### config.mk
export PLATFORM = sky130hd
export DESIGN_NAME = pow_accelerator
export DESIGN_NICKNAME = d
export VERILOG_FILES = /design/src/rtl/pow_accelerator.sv
export SDC_FILE = /design/constraint.sdc
export NUM_CORES = 2
export LEC_CHECK = 0
export ABC_AREA = 1
export BUFFER_PORTS_ARGS = -buffer_cell sky130_fd_sc_hd__buf_2
export CORE_MARGIN = 4
export CORE_UTILIZATION = 35
export CTS_CLUSTER_DIAMETER = 60
export DETAILED_ROUTE_END_ITERATION = 8
export GPL_TIMING_DRIVEN = 0
export MAX_ROUTING_LAYER = met4
export SLEW_MARGIN = 10
export SYNTH_ARGS = -nofsm -noshare
export SYNTH_HDL_FRONTEND = slang
export SYNTH_SLANG_ARGS = --single-unit
### constraint.sdc
create_clock -name clock -period 11.5 [get_ports clock]
set_clock_uncertainty 0.2 [all_clocks]
set_input_delay 0.575 -clock clock [delete_from_list [all_inputs] [get_ports clock]]
set_output_delay 0.575 -clock clock [all_outputs]
set_load 0.05 [all_outputs]
### src/rtl/pow_accelerator.sv
// rtl/pow_accelerator.sv - sequential x^a engine using right-to-left square-and-multiply
module pow_accelerator #(
  parameter int WIDTH     = 32,
  parameter int EXP_WIDTH = 32,
  parameter int SATURATE  = 0
) (
  input  logic                 clock,
  input  logic                 reset,
  input  logic                 enable,
  input  logic [WIDTH-1:0]     x,
  input  logic [EXP_WIDTH-1:0] a,
  output logic                 ready,
  output logic                 done,
  output logic [WIDTH-1:0]     p,
  output logic                 overflow
);

  typedef enum logic {IDLE, RUN} state_t;

  state_t               state;
  state_t               next_state;
  logic [WIDTH-1:0]     r;
  logic [WIDTH-1:0]     b;
  logic [EXP_WIDTH-1:0] e;
  logic                 bo;
  logic [2*WIDTH-1:0]   rb;
  logic [2*WIDTH-1:0]   bb;

  // Full-width unsigned products; upper halves reveal lost bits
  assign rb = {{WIDTH{1'b0}}, r} * {{WIDTH{1'b0}}, b};
  assign bb = {{WIDTH{1'b0}}, b} * {{WIDTH{1'b0}}, b};

  assign ready = (state == IDLE);

  // State register
  always_ff @(posedge clock or posedge reset) begin
    if (reset) state <= IDLE;
    else       state <= next_state;
  end

  // Next state: start on enable while idle, finish once the exponent is consumed
  always_comb begin
    next_state = state;
    case (state)
      IDLE:    if (enable) next_state = RUN;
      RUN:     if (e == '0) next_state = IDLE;
      default: next_state = IDLE;
    endcase
  end

  // Datapath: operand capture, one square-and-multiply step per cycle, result load
  always_ff @(posedge clock or posedge reset) begin
    if (reset) begin
      r        <= '0;
      b        <= '0;
      e        <= '0;
      bo       <= 1'b0;
      p        <= '0;
      overflow <= 1'b0;
      done     <= 1'b0;
    end else begin
      done <= 1'b0;
      case (state)
        IDLE: begin
          if (enable) begin
            b        <= x;
            e        <= a;
            r        <= {{(WIDTH-1){1'b0}}, 1'b1};
            bo       <= 1'b0;
            overflow <= 1'b0;
          end
        end
        RUN: begin
          if (e != '0) begin
            if (e[0]) begin
              r <= rb[WIDTH-1:0];
              // A truncated base already exceeds the range, so any use of it overflows
              if ((rb[2*WIDTH-1:WIDTH] != '0) || bo) overflow <= 1'b1;
            end
            b <= bb[WIDTH-1:0];
            if (bb[2*WIDTH-1:WIDTH] != '0) bo <= 1'b1;
            e <= e >> 1;
          end else begin
            p    <= ((SATURATE != 0) && overflow) ? '1 : r;
            done <= 1'b1;
          end
        end
        default: ;
      endcase
    end
  end

endmodule

* Yosys cells after proc, flatten, opt, wreduce, memory -nomap -nowiden
Index checks and enable logic that the tools add are counted.
** Storage, ports and cells
- Register bits after elaboration :: 132
- Bits in latches :: 0
- Bits in writable memories :: 0
- Memory bits (read-only) :: 0
- Bits of input ports :: 67
- Output and inout port bits :: 35
- Memories :: 0
** Operators by class
- $add $sub $neg :: 0
- Multipliers :: 2
- Div/mod/pow operators :: 0
- Order comparisons :: 0
- Eq/ne operators :: 5
- Shift-type cells :: 0
- Multiplexer cells :: 23
- Bitwise operators :: 2
- Reduce and logical (&&, ||, !) cells :: 10
** Operators by type and width (count)
- 32-bit two-way mux :: 7
- 32-bit case mux with 2 select lines :: 3
- 32-bit by 32-bit multiplier with 64-bit output :: 2
- 32-bit nonzero test :: 3
- 32-bit logical NOT :: 1
- 1-bit two-way mux :: 10
- 2-bit by 1-bit != test with 1-bit output (second input constant) :: 4
- 1-bit case mux with 2 select lines :: 3
- 3-bit AND reduction :: 2
- 2-bit AND reduction :: 2
- 4-bit AND reduction :: 1
- 2-bit != test (second input constant) :: 1
- 1-bit NOT :: 2
- 1-bit logical OR :: 1

* Logic depth before layout (Yosys ltp)
- Depth in word-level cells :: 7
- Mapped depth :: 42

* Worst setup path after synthesis
Ideal clock, no wire load.
- Path kind :: register to register
- Start point :: reg b[14]
- End point :: reg bo
- Setup time :: 138 ps
- Data arrival time :: 6850 ps
- Data required time :: 11162 ps
- Path slack :: 4312 ps
- Stages on the path, launching flop included :: 37
- Buffers on the path :: 2
- Path through :: dfrtp_1 > clkbuf_1 > buf_1 > nand2_1 > fa_1 > inv_1 > fa_1 > inv_1 > fa_1 > fa_1 > inv_1 > fa_1 > inv_1 > fa_1 > inv_1 > fa_1 > inv_1 > fa_1 > inv_1 > ha_1 > nand2_1 > nor2_1 > nand2_1 > nor2_1 > nand2_1 > nand3_2 > nand2_1 > nand2_1 > nand2_1 > nand2_1 > nand3_1 > nor2_1 > nand2_1 > nor2_1 > nand3_1 > nand2_1 > a21oi_1
** Between the ends
- Longest elaborated chain between the ends :: 4
** RTL lines
- from (decl) :: line 23 : logic [WIDTH-1:0] b;
- from (signal assigned) :: line 80 : b <= bb[WIDTH-1:0];
- 32-bit by 32-bit multiplier with 64-bit output :: line 31 : assign bb = {{WIDTH{1'b0}}, b} * {{WIDTH{1'b0}}, b};
- 32-bit nonzero test :: line 81 : if (bb[2*WIDTH-1:WIDTH] != '0) bo <= 1'b1;
- 2-bit by 1-bit != test with 1-bit output (no line)
- 3-bit AND reduction (no line)
- to (signal assigned) :: line 57 : bo <= 1'b0;
- to (signal assigned) :: line 69 : bo <= 1'b0;
- to (signal assigned) :: line 81
- to (decl) :: line 25 : logic bo;
Every way passes these cells.
A chain may end at the register's enable or synchronous reset.

* Final worst setup path
Same ends and word-level chain as after synthesis.

==> reports/qor.csv <==
stage,metric,value,unit
status,outcome,"complete, but fails checks",
status,failing_checks,"capacitance limit, slew limit",
cells_and_area,multiInputGateArea,56000,um^2
critical_path,worst_case_reg_to_reg_path_depth,35,
drt,detail_route.iter0.violations,5684,
clock_network,cts-root-buf,sky130_fd_sc_hd__clkbuf_16,
cells_and_area,n_fill_cell,21600,
yosys,postSynth.asyncResetShare,100,%
yosys,synth_cells,9372,
clock_network,cts_max_level,4,
yosys,ys_seq_area_share,4.58,%
floorplanning,die_area,213000,um^2
yosys,synth_top_cell_area_share,47.6,%
floorplanning,placeableCoreArea,205000,um^2
yosys,yosys-mux-area-fraction,0,%
floorplanning,ioPinCount,102,
yosys,synth_enable_flop_cells,0,
critical_path,end_kind,flip-flop,
cells_and_area,area.sequential,3300,um^2
clock_network,numCtsBuffers,17,
clock_network,clock_tree_from_tritoncts,yes,
clock_network,clock_sinks,132,
critical_path,path_common_cell,sky130_fd_sc_hd__nand2_1,
yosys,yosys.cell_types.count,45,
placed_design,hpwl_after_detailed_placement,251000,um
drt,drcViolationCount,0,
sta,finalWorstPathRequiredPeriod,10.33,ns
yosys,yosys_warnings,0,
yosys,cell_types_occupying_the_most_area_after_synthesis,"sky130_fd_sc_hd__fa_1 48%, sky130_fd_sc_hd__inv_1 16%, sky130_fd_sc_hd__nand2_1 14%",
cells_and_area,drive_above_1_share,2.87,%
yosys,synth_top_family_by_area,adder cells,
sta,timing.final.crit_share,89.8,%
sta,hold_viol,0,
critical_path,cp_top_family,adder cells,
sta,unrepaired_setup_endpoints_after_global_routing,no,
sta,setup-violations-final,0,
flow_run,cap_violations,2,
critical_path,rrSetupSlack,1.17,ns
yosys,syn_area_per_cell,7.69,um^2
critical_path,regToRegStartpoint,b[14],
critical_path,worst-endpoint-required,11.68,ns
critical_path,worst_path_max_delay_cell,sky130_fd_sc_hd__buf_1,
critical_path,crit_path_max_fanout,10,
yosys,synth_adder_area_share,56.7,%
drt,via_per_inst,4.92,
critical_path,cp.arrival,10.51,ns
yosys,synth_largest_area_cell,sky130_fd_sc_hd__fa_1,
clock_network,clk_pin_slew_worst_paths,0.09,ns
cells_and_area,area.growth.synth_to_final,6.52,%
placed_design,io_buffers,101,
yosys,postSynthRegisterBits,132,
drt,vias,60100,
critical_path,cp.buffers_inverters,10,
placed_design,gp_congestion,1.03,
critical_path,critical-path-max-stage-delay,1.16,ns
drt,drtAntennaViolNets,0,
drt,drtPass1Iterations,6,
worst_hold_path,worst_hold_startpoint,a[31],
sta,max_slew_margin,-0.235,%
clock_network,clock_tree.buffer_depth,2,
floorplanning,fp.dieH,462,um
cells_and_area,design.final.nets,11800,
critical_path,critPathLaunchType,flip-flop,
global_routing,grt_first_pass_wirelength,428000,um
clock_network,skew_pair_late_insertion_delay,0.54,ns
yosys,postSynth.topFlopCell,sky130_fd_sc_hd__dfrtp_1,
global_routing,grt_remaining_overflow,0,
sta,holdWs,0.0765,ns
critical_path,r2r_end,bo,
worst_hold_path,min-delay-path-class,in2reg,
critical_path,worst-setup-path-type,reg2reg,
global_routing,grt_max_degree,81,
critical_path,worst_setup_path_startpoint,b[14],
yosys,synth_xor_xnor_area_share,0.717,%
global_routing,antenna_found_initial,24,
yosys,synthesis.area,72100,um^2
worst_hold_path,min_delay_worst_endpoint,e[31],
floorplanning,start_util,35.2,%
yosys,synthesis.nets,11700,
drt,drt_wl_total,293000,um
sta,worst-slew-pin-transition,1.50,ns
floorplanning,floorplan.die.width,462,um
worst_hold_path,cell_depth_of_the_worst_hold_path,3,
floorplanning,row_count,166,
sta,achievable_frequency,0.0968,GHz
yosys,synthSimpleGateAreaFrac,17.3,%
drt,routed_wire_length_per_instance,24.0,um
global_routing,groute.usage.overall,28.8,%
global_routing,first_global_vias,62900,
clock_network,post_cts_resized,0,
yosys,share_of_the_synthesized_area_in_compound_gates_ao_oa_aoi_oai,2.93,%
sta,sum_of_negative_setup_slack,0,ns
sta,count_of_pins_over_their_slew_limit,10,
-- layout by cell type, fill, tap and decap left out, types with 26 or more instances in the layout --
cell / count
sky130_fd_sc_hd__inv_1: 3008
sky130_fd_sc_hd__nand2_1: 2652
sky130_fd_sc_hd__fa_1: 1714
sky130_fd_sc_hd__ha_1: 528
sky130_fd_sc_hd__nor2_1: 247
sky130_fd_sc_hd__clkbuf_1: 222
sky130_fd_sc_hd__a21oi_1: 133
sky130_fd_sc_hd__dfrtp_1: 132
sky130_fd_sc_hd__buf_2: 131
sky130_fd_sc_hd__nand3_1: 126
sky130_fd_sc_hd__o21ai_0: 114
sky130_fd_sc_hd__buf_1: 112
sky130_fd_sc_hd__xnor2_1: 47
sky130_fd_sc_hd__o211ai_1: 41
sky130_fd_sc_hd__nand4_1: 30
sky130_fd_sc_hd__clkbuf_2: 28
sky130_fd_sc_hd__o22ai_1: 26
-- worst max path at each step --
stage,slack [ns],endpoint,cells past startpoint
after floorplan,4.31,bo,36
after global placement,1.20,bo,36
after detailed placement,1.58,bo,36
after CTS,1.56,bo,36
after global routing,1.13,bo,34
final,1.17,bo,35
-- sequential cells by signal (all words and copies together), names as in the netlist --
| name | flops |
|---|---|
| p | 32 |
| done | 1 |
| r | 32 |
| bo | 1 |
| b | 32 |
| state | 1 |
| e | 32 |
| overflow | 1 |
-- stage by stage --
stage / area [um^2] / util (%) / std cells / worst slack, ns
after floorplan: 72100 / - / 9372 / 4.31
after global placement: 76000 / 37.1 / 12200 / 1.20
after detailed placement: 76100 / 37.2 / 12200 / 1.58
after CTS: 76700 / 37.5 / 12200 / 1.56
after global routing: 76800 / 37.5 / 12200 / 1.13
final: 76800 / 37.5 / 12200 / 1.17
-- kinds of logic after synthesis --
family          after synthesis
buf+inv                    3407
flops                       132
xor+xnor                     59
fa+ha+maj                  2242
compound gates              371
simple gates               3161
-- cells in the mapped netlist, drive strengths merged (3+ instances only) --
library cell  instances
a21o                  3
a21oi               133
a31oi                 5
and2                  5
buf                 146
clkbuf              246
dfrtp               132
fa                 1714
ha                  528
inv                3013
nand2              2672
nand3               135
nand3b               15
nand4                30
nor2                270
nor3                 23
nor4                  5
o211ai               41
o21a                 14
o21ai               123
o21bai               19
o22ai                26
or2                   5
xnor2                47
xor2                 12
-- tightest hold or removal path, cell delays in order --
cell,delay (ns)
sky130_fd_sc_hd__buf_2,0.08
sky130_fd_sc_hd__nand2_1,0.04
sky130_fd_sc_hd__o21ai_0,0.06
-- per-layer routing --
metal,GRT usage [%],wire length (um),vias up
met5,-,0,-
met4,12.8,16000,0
met3,4.86,24200,537
met2,43.1,129000,2594
met1,38.5,125000,30600
li1,-,-,26300
-- final cells by class --
type / instances / area share (%)
diodes: 16 / 0.0521
plain buffers: 392 / 2.01
clock buffers: 19 / 0.577
clock inverters: 13 / 0.191
inverters: 3015 / 14.7
multi-input cells: 5833 / 72.9
flip-flops and latches: 132 / 4.30
well taps: 2688 / 4.38
repair buffers: 110 / 0.834
-- timing repair --
| item | 4_1_cts | 5_1_grt |
|---|---|---|
| setup buffers | 0 | 0 |
| hold buffers | 1 | 0 |
| endpoints found under the hold margin | 52 | 0 |
Power is left out: the tool's default activity adds up to more than one toggle a clock period on the data nets, which glitch-free logic cannot reach.
